[src/rtl/tmds_encoder.sv]
// DVI 1.0 TMDS 8b/10b encoder for one channel: stage 1 minimises transitions,
// stage 2 balances running disparity and muxes in control symbols.
module tmds_encoder (
  input  logic       i_pixclk,
  input  logic       i_rst,
  input  logic       i_de,
  input  logic [7:0] i_data,
  input  logic       i_c0,
  input  logic       i_c1,
  output logic [9:0] o_tmds
);

  // No handshake: one input word accepted and one output word produced every
  // cycle; valid is implied on every clock and there is never backpressure.

  function automatic logic [3:0] ones8(input logic [7:0] v);
    logic [3:0] s;
    s = '0;
    for (int i = 0; i < 8; i++) s = s + {3'b000, v[i]};
    return s;
  endfunction

  logic [8:0]        qm_q, qm_d;
  logic [3:0]        n1_q, n1_d;
  logic              de_q, de_d;
  logic              c0_q, c0_d;
  logic              c1_q, c1_d;
  logic signed [4:0] cnt_q, cnt_d;
  logic [9:0]        tmds_q, tmds_d;

  logic [3:0]        n1_data;
  logic              use_xnor;

  always_comb begin
    logic [7:0] chain;
    n1_data  = ones8(i_data);
    use_xnor = (n1_data > 4'd4) || ((n1_data == 4'd4) && !i_data[0]);
    chain    = '0;
    chain[0] = i_data[0];
    for (int i = 1; i < 8; i++) begin
      chain[i] = use_xnor ? ~(chain[i-1] ^ i_data[i]) : (chain[i-1] ^ i_data[i]);
    end
    qm_d = {~use_xnor, chain};
    // Ones count of q_m is registered here so stage 2 starts from a flop.
    n1_d = ones8(chain);
    de_d = i_de;
    c0_d = i_c0;
    c1_d = i_c1;
  end

  logic signed [4:0] n1_s, n0_s, diff_s, two_qm8, two_nqm8;

  always_comb begin
    n1_s     = signed'({1'b0, n1_q});
    n0_s     = 5'sd8 - n1_s;
    diff_s   = n1_s - n0_s;
    two_qm8  = qm_q[8] ? 5'sd2 : 5'sd0;
    two_nqm8 = qm_q[8] ? 5'sd0 : 5'sd2;
    tmds_d   = 10'h354;
    cnt_d    = cnt_q;
    if (!de_q) begin
      cnt_d = 5'sd0;
      case ({c1_q, c0_q})
        2'b00:   tmds_d = 10'h354;
        2'b01:   tmds_d = 10'h0AB;
        2'b10:   tmds_d = 10'h154;
        default: tmds_d = 10'h2AB;
      endcase
    end else if ((cnt_q == 5'sd0) || (n1_s == n0_s)) begin
      tmds_d = {~qm_q[8], qm_q[8], qm_q[8] ? qm_q[7:0] : ~qm_q[7:0]};
      cnt_d  = qm_q[8] ? (cnt_q + diff_s) : (cnt_q - diff_s);
    end else if (((cnt_q > 5'sd0) && (n1_s > n0_s)) ||
                 ((cnt_q < 5'sd0) && (n0_s > n1_s))) begin
      tmds_d = {1'b1, qm_q[8], ~qm_q[7:0]};
      cnt_d  = cnt_q + two_qm8 - diff_s;
    end else begin
      tmds_d = {1'b0, qm_q[8], qm_q[7:0]};
      cnt_d  = cnt_q - two_nqm8 + diff_s;
    end
  end

  // Cleared stage 1 decodes as a 00 control symbol, so reset drains as 10'h354.
  always_ff @(posedge i_pixclk) begin
    if (i_rst) begin
      qm_q   <= '0;
      n1_q   <= '0;
      de_q   <= 1'b0;
      c0_q   <= 1'b0;
      c1_q   <= 1'b0;
      cnt_q  <= 5'sd0;
      tmds_q <= 10'h354;
    end else begin
      qm_q   <= qm_d;
      n1_q   <= n1_d;
      de_q   <= de_d;
      c0_q   <= c0_d;
      c1_q   <= c1_d;
      cnt_q  <= cnt_d;
      tmds_q <= tmds_d;
    end
  end

  assign o_tmds = tmds_q;

endmodule

[config.mk]
export PLATFORM = sky130hd
export DESIGN_NAME = tmds_encoder
export DESIGN_NICKNAME = d
export VERILOG_FILES = /design/src/rtl/tmds_encoder.sv
export SDC_FILE = /design/constraint.sdc
export NUM_CORES = 1
export LEC_CHECK = 0
export CORE_ASPECT_RATIO = 1.75
export CORE_MARGIN = 3
export CORE_UTILIZATION = 40
export CTS_BUF_LIST = sky130_fd_sc_hd__clkbuf_2 sky130_fd_sc_hd__clkbuf_4 sky130_fd_sc_hd__clkbuf_8
export CTS_CLUSTER_DIAMETER = 200
export DETAILED_ROUTE_END_ITERATION = 6
export PLACE_DENSITY_LB_ADDON = 0.05
export SETUP_SLACK_MARGIN = 0.15
export SYNTH_ARGS = -nofsm -noshare
export SYNTH_HDL_FRONTEND = slang
export SYNTH_SLANG_ARGS = --single-unit
[constraint.sdc]
create_clock -name i_pixclk -period 7.1 [get_ports i_pixclk]
set_clock_uncertainty 0.1 [all_clocks]
set_input_delay 1.42 -clock i_pixclk [delete_from_list [all_inputs] [get_ports i_pixclk]]
set_output_delay 1.42 -clock i_pixclk [all_outputs]
set_load 0.02 [all_outputs]
# After elaboration in Yosys (flattened, before gate mapping)
# Index checks and enable logic that the tools add are counted.
[totals]
mem_bits_ro = 0
mem_bits_rw = 0
reg_bits = 31
latchBits = 0
output_inout_bits = 10
mem_count = 0
input_bits = 13
word_cells = 83
[classes]
n_mul = 0
magnitude_cmp = 5
addsub = 22
n_bitwise = 18
reduce_logical = 10
shifts = 0
n_eq_ne = 4
div = 0
mux = 17
[op_table]
columns = ["cell", "count"]
rows = [
  ["$add 4x1->4", 8],
  ["$mux 10", 3],
  ["$pmux 10 s3", 1],
  ["$mux 5", 3],
  ["$sub 5x5->5", 3],
  ["$add 5x5->5", 2],
  ["$gt 5x5->1", 2],
  ["$not 1->1", 10],
  ["$add 3x1->4", 2],
  ["$mux 8", 1],
  ["$not 8->8", 1],
  ["$mux 1", 7],
  ["$xor 1x1->1", 7],
  ["$add 2x1->3", 2],
  ["$add 5x3->5", 1],
  ["$eq 5x5->1", 1],
  ["$gt 5x1->1 const B", 1],
  ["$logic_not 5->1", 1],
  ["$lt 5x1->1 const B", 1],
  ["$sub 4x4->5 const A", 1],
  ["$sub 5x3->5", 1],
  ["$add 1x1->2", 2],
  ["$eq 4x3->1 const B", 1],
  ["$gt 4x3->1 const B", 1],
  ["other kinds (8)", 13],
]

# Logic depth before layout (Yosys ltp)
# Gate-level depths: netlist (run 1).
[depth]
word_depth = 30
ltp_mapped = 20
depth_no_buf = 20

# Worst setup path after synthesis (run 1)
# No wires, ideal clock.
[synth_timing]
kind = "input to register"
start = "in i_data[0]"
end = "reg n1_q[2]"
n_path_buf = 0
required_ps = 6874
setup_time_ps = 126
setup_slack_ps = 174
path_stages = 20
arrival_ps = 6699
cell_sequence = "inv_1 fa_1 fa_1 fa_1 inv_1 ha_1 fa_1 nor3_1 o21ai_0 a21oi_1 xor2_1 fa_1 xor2_1 ha_1 fa_1 ha_1 inv_1 fa_1 xor2_1 nor2_1"
[synth_between]
elab_chain_len = 30
elab_cells_between_ends = 40
classes_between = "add/sub (14); order compare (1); eq/ne (1); mux (7); bitwise (14); reduce/logical (3)"
[synth_lines]
columns = ["item", "line", "source"]
rows = [
  ["start, declared", "7", "input logic [7:0] i_data,"],
  ["parallel branches: the longest is 29 deep, another holds $add 3x1->4", "n/a", ""],
  ["$add 4x1->4 (*)", "19", "for (int i = 0; i < 8; i++) s = s + {3'b000, v[i]};"],
  ["end signal, assigned", "94", "n1_q <= n1_d;"],
  ["end, declared", "24", "logic [3:0] n1_q, n1_d;"],
]
# Mark *: on every way between the ends.
# A chain may end at the register's enable or synchronous reset.

# Final worst setup path (run 1)
[layout_timing]
start = "in i_data[0]"
end = "reg n1_q[1]"
# The elaborated chain is that of the path after synthesis.

==> results of run 1 <==
## worst paths after layout
path	start	endpoint	cells past startpoint	slack, ns
worst max-delay path	i_data[0]	n1_q[1]$_SDFF_PP0_	21	0.38
worst min-delay path	flop	flop	1	0.37
worst max register to register	n1_q[1]$_SDFF_PP0_	cnt_q[4]$_SDFF_PP0_	15	3.45
worst min register to register	flop	flop	1	0.37
## what timing repair did
action | 4_1_cts | 5_1_grt
gates resized for setup | 13 | 12
pin swaps | 10 | 10
hold buffers | 0 | 0
setup endpoints to repair | 2 | 2
setup buffers | 0 | 3
## synthesized netlist by cell type (3+ instances only)
cell type	count	area (sq um)
xnor2_1	19	166.4
a21oi_1	17	85.08
clkbuf_1	3	11.26
nor3_1	6	30.03
xor2_1	12	105.1
nor2b_1	10	62.56
ha_1	29	362.9
nor2_1	13	48.80
a21o_1	6	45.04
o21ai_0	6	30.03
mux2i_1	5	50.05
nor3b_1	3	22.52
dfxtp_1	31	620.6
fa_1	12	240.2
inv_1	34	127.6
xnor2_2	5	81.33
nand2_1	3	11.26
## logic make-up after synthesis
group           count (synthesis)  synth area share [%]
compound gates                 38                 10.87
xor+xnor                       39                 17.17
fa+ha+maj                      41                 25.30
buf+inv                        40                 6.929
flops                          31                 26.04
mux                             7                 3.517
simple gates                   45                 10.18
## state kept, by name (all words and copies together), names as in the netlist, named ones only
signal / count
cnt_q: 4
qm_q: 9
de_q: 1
n1_q: 4
c0_q: 1
c1_q: 1
o_tmds: 10
## layer usage
| metal | track usage (%) | wire length (microns) |
|---|---|---|
| met5 | 0 | 0 |
| met4 | 5.446 | 79 |
| met3 | 2.183 | 90 |
| met2 | 29.96 | 2731 |
| met1 | 13.54 | 1647 |
## area by class of cell
cell class / instances / share of cell area (%)
timing repair buffer: 32 / 9.866
clock buffer: 6 / 2.844
inverter: 35 / 4.524
multi-input combinational: 170 / 56.92
tap: 76 / 3.274
clock inverter: 2 / 1.206
sequential: 31 / 21.37
## worst max-delay path, cell delays in order
cell     delay, ns
buf_6         0.07
inv_2         0.03
fa_1          0.54
fa_1          0.43
fa_1          0.51
inv_1         0.04
ha_2          0.17
fa_1          0.45
nor3_2        0.22
o21ai_1       0.10
a21oi_1       0.17
buf_4         0.19
xor2_4        0.17
fa_1          0.46
xor2_1        0.18
ha_1          0.31
fa_1          0.51
ha_2          0.19
inv_2         0.04
fa_2          0.51
nor2_1        0.04
## through the flow
step / area [sq um] / hold slack (ns) / utilization, % / cells / setup slack (ns)
floorplan: 2384 / 0.3302 / - / 241 / 0.1743
global placement: 2718 / 0.3522 / 47.88 / 341 / -0.2798
detailed placement: 2718 / 0.3556 / 47.88 / 341 / -0.3815
global route: 2904 / 0.4011 / 51.17 / 352 / 0.1587
CTS: 2870 / 0.3751 / 50.57 / 349 / 0.3075
finish: 2904 / 0.3694 / 51.17 / 352 / 0.3822
==> results.yml, run 1 <==
outcome:
  status: "finished, final reports clean"
clock_tree:
  cts.sinks: 31
  htreeDepth: 2
  cts_buffer_depth: 2
  clk_latency_ns: 0.28
  tritoncts: "yes"
  path_clk_slew_ns: 0.06
  cts_root_buf: "clkbuf_8"
  numCtsBuffers: 5
sta:
  hold_violations: 0
  fin_crit_ns: 6.718
  finalSetupTns_ns: 0
  min_period_over_period_pct: 94.62
  worstMarginPinSlew_ns: 0.7013
  fmax_ghz: 0.1489
  rsz0062_at_grt: "false"
  maxSlewHeadroom_pct: 53.10
  finalSetupViolations: 0
  slew_violations: 0
drt:
  route.detailed.drc: 0
  drt_iter0_markers: 42
  ant_nets: 0
  drtPass1Iterations: 4
  drt_wl_total_microns: 4549
  via_count: 1623
  routedWlPerCell_microns: 12.92
  vias_per_cell: 4.611
cells_and_area:
  antenna-diode-count: 0
  area_delta_synth_final_pct: 21.84
  layout_commonest_cell: "dfxtp_1"
  multiInputGateArea_sq_um: 1653
  final_cell_mix: "31 x dfxtp_1, 30 x inv_1, 27 x ha_1"
  nNetsFinal: 329
  drive_gt1_share_pct: 17.03
  seq_area_sq_um: 620.6
  fillCellCount: 579
critical_path:
  arrival_ns: 6.76
  critPathRequiredTime_ns: 7.15
  worstPathMaxFanout: 3
  end_kind: "flop"
  worstSetupPathType: "input port to flop"
  cp-start-kind: "input port"
placement:
  portBuffers: 22
  gp_congestion: 0.7636
  hpwl_microns: 3797
run:
  cap_violations: 0
global_route:
  grt_max_degree: 23
  gr-total-overflow: 0
  grt_pass1_wl_microns: 7610
  grt_use_total_pct: 14.44
  grt_pass1_vias: 1741
  antenna_found_initial: 0
floorplanning:
  die_y_microns: 108.1
  fp.coreArea_sq_um: 5675
  dieArea_sq_um: 6957
  chipWidth_microns: 64.35
  io_pins: 23
  start_util_pct: 42.00
  rows: 36
synthesis:
  ys_seq_area_share_pct: 26.04
  syn-cell-area_sq_um: 2384
  async_flop_share_pct: 0
  synth_edf_count: 0
  synthCells: 241
  ys.flop_type: "dfxtp_1"
  synth_cell_types: 37
  avgSynthCellArea_sq_um: 9.890
  ys_warn_count: 0
  yosys_register_bits: 31
  syn_nets: 295
min_path:
  worstHoldPathType: "flop to flop"
Power of run 1 is not shown: default switching activity piles up to over one toggle a cycle in this logic, so the estimate is an artifact.
==> inputs of run 2 (changes only) <==
Settings changed: CORE_UTILIZATION 40 to 43, SETUP_SLACK_MARGIN 0.15 to 0.1.
==> run 2 against run 1 <==
Effect of this change: via count rose by 0.18%; hold slack worse by 0.0023 ns; routed wire length fell by 2.3%; clock-buffer cell count did not move; flip-flop and latch count is the same; design area fell by 1.8%; worst setup slack lost 0.014 ns; core utilization increased by 2.7 points; global-route usage is 0.52 points higher; maximum frequency down 0.21%; final cell count shrank 1.4%; critical path depth unchanged; highest routed layer unchanged.
==> results.yml, run 2 (synthesized netlist as in run 1, its figures left out) <==
outcome:
  status: "finished, final reports clean"
clock_tree:
  cts_root_buf: "clkbuf_8"
  numCtsBuffers: 5
  path_clk_slew_ns: 0.06
  htreeDepth: 2
  clk_latency_ns: 0.27
  cts.sinks: 31
  tritoncts: "yes"
  cts_buffer_depth: 2
drt:
  route.detailed.drc: 0
  ant_nets: 0
  via_count: 1626
  drt_iter0_markers: 50
  routedWlPerCell_microns: 12.81
  drt_wl_total_microns: 4446
  vias_per_cell: 4.686
  drtPass1Iterations: 3
critical_path:
  end_kind: "flop"
  max_stage_delay_ns: 0.55
  cp-start-kind: "input port"
  worstSetupPathType: "input port to flop"
  crit_top_cell: "fa_1"
  critical_path.top_delay_family: "adder cells"
  rr_worst_depth: 15
  r2r-end: "cnt_q[4]$_SDFF_PP0_"
  slowest_stage: "fa_1"
  arrival_ns: 6.76
  crit_chain: "clkbuf_2 > inv_2 > fa_1 > fa_1 > fa_1 > inv_1 > ha_2 > fa_1 > nor3_2 > o21ai_1 > a21oi_1 > buf_4 > xor2_4 > fa_1 > xor2_1 > ha_1 > fa_1 > ha_2 > inv_1 > fa_2 > nor2_1"
  r2r_start: "n1_q[1]$_SDFF_PP0_"
  regToRegSetupSlack_ns: 3.50
  worstPathMaxFanout: 3
  critPathRequiredTime_ns: 7.13
  critPathBufInv: 5
sta:
  rsz0062_at_grt: "false"
  maxSlewHeadroom_pct: 47.99
  fmax_ghz: 0.1486
  hold_violations: 0
  min_period_over_period_pct: 94.81
  slew_violations: 0
  finalSetupViolations: 0
  fin_crit_ns: 6.732
  worstMarginPinSlew_ns: 0.7778
floorplanning:
  start_util_pct: 44.98
  fp.coreArea_sq_um: 5299
  rows: 35
  io_pins: 23
  chipWidth_microns: 62.28
  dieArea_sq_um: 6508
  die_y_microns: 104.5
global_route:
  antenna_found_initial: 0
  grt_max_degree: 23
  grt_pass1_wl_microns: 7707
  gr-total-overflow: 0
  grt_pass1_vias: 1793
  grt_use_total_pct: 14.96
min_path:
  min_delay_path_depth: 1
  worstHoldPathType: "flop to flop"
cells_and_area:
  instances_no_fill: 347
  drive_gt1_share_pct: 15.02
  final_cell_mix: "32 x inv_1, 31 x dfxtp_1, 27 x ha_1"
  area_delta_synth_final_pct: 19.69
  layout_commonest_cell: "inv_1"
  antenna-diode-count: 0
  largest_reg_flops: 10
  fillCellCount: 503
  nNetsFinal: 327
placement:
  gp_congestion: 0.8295
  portBuffers: 22
  hpwl_microns: 3731
  dp.cells: 338
run:
  cap_violations: 0
run 2: per-layer routing:
metal / global-route usage, % / vias to the layer above / part of all wire [%] / wire length (microns)
li1: - / 839 / - / -
met2: 30.79 / 20 / 60 / 2680
met3: 1.730 / 9 / 1.4 / 62
met4: 7.899 / 0 / 3.1 / 140
met1: 13.60 / 758 / 35 / 1563
met5: 0 / - / 0 / 0
run 2: stage by stage:
stage / cell area (sq um) / setup TNS, ns / hold slack, ns / worst slack (ns) / util [%]
floorplan: 2384 / 0 / 0.3302 / 0.1743 / -
global placement: 2708 / -0.5328 / 0.3524 / -0.2865 / 51.10
detailed placement: 2708 / -1.079 / 0.3493 / -0.4759 / 51.10
CTS: 2838 / 0 / 0.3726 / 0.1962 / 53.55
global route: 2853 / 0 / 0.3910 / 0.1018 / 53.84
finish: 2853 / 0 / 0.3671 / 0.3683 / 53.84
run 2: layout make-up:
type	count	area [sq um]	share of cell area, %
clock inverters	1	30.03	1.053
inverters	35	131.4	4.605
well taps	74	92.59	3.246
flip-flops and latches	31	620.6	21.75
multi-input cells	170	1637	57.37
clock buffers	6	76.32	2.675
repair buffers	30	265.3	9.298
run 2: worst reg2reg max path, delay by kind of cell, from the launching register on:
family	cells	cell delay [ns]
mux	1	0.29
xor+xnor	3	0.77
flops	1	0.36
compound gates	4	0.55
buf+inv	3	0.32
fa+ha+maj	4	1.15
run 2: worst max path at each step:
| stage | from | end | slack (ns) | depth (start not counted) |
|---|---|---|---|---|
| 3_5_place_dp | i_data[0] | n1_q[2]$_SDFF_PP0_ | -0.48 | 22 |
| 5_1_grt | i_data[0] | n1_q[1]$_SDFF_PP0_ | 0.10 | 21 |
| 2_1_floorplan | i_data[0] | n1_q[2]$_SDFF_PP0_ | 0.17 | 20 |
| 4_1_cts | i_data[3] | n1_q[1]$_SDFF_PP0_ | 0.20 | 21 |
| 3_3_place_gp | i_data[0] | n1_q[2]$_SDFF_PP0_ | -0.29 | 22 |
| 6_report | i_data[0] | n1_q[1]$_SDFF_PP0_ | 0.37 | 21 |
run 2: repair_timing:
item | in CTS | in global routing
cloned | 0 | 0
buffers inserted | 0 | 2
resized for setup | 11 | 8
hold buffers | 0 | 0
pin swaps | 9 | 10
endpoints found under the setup margin | 2 | 2
Power of run 2 is left out for the same reason.
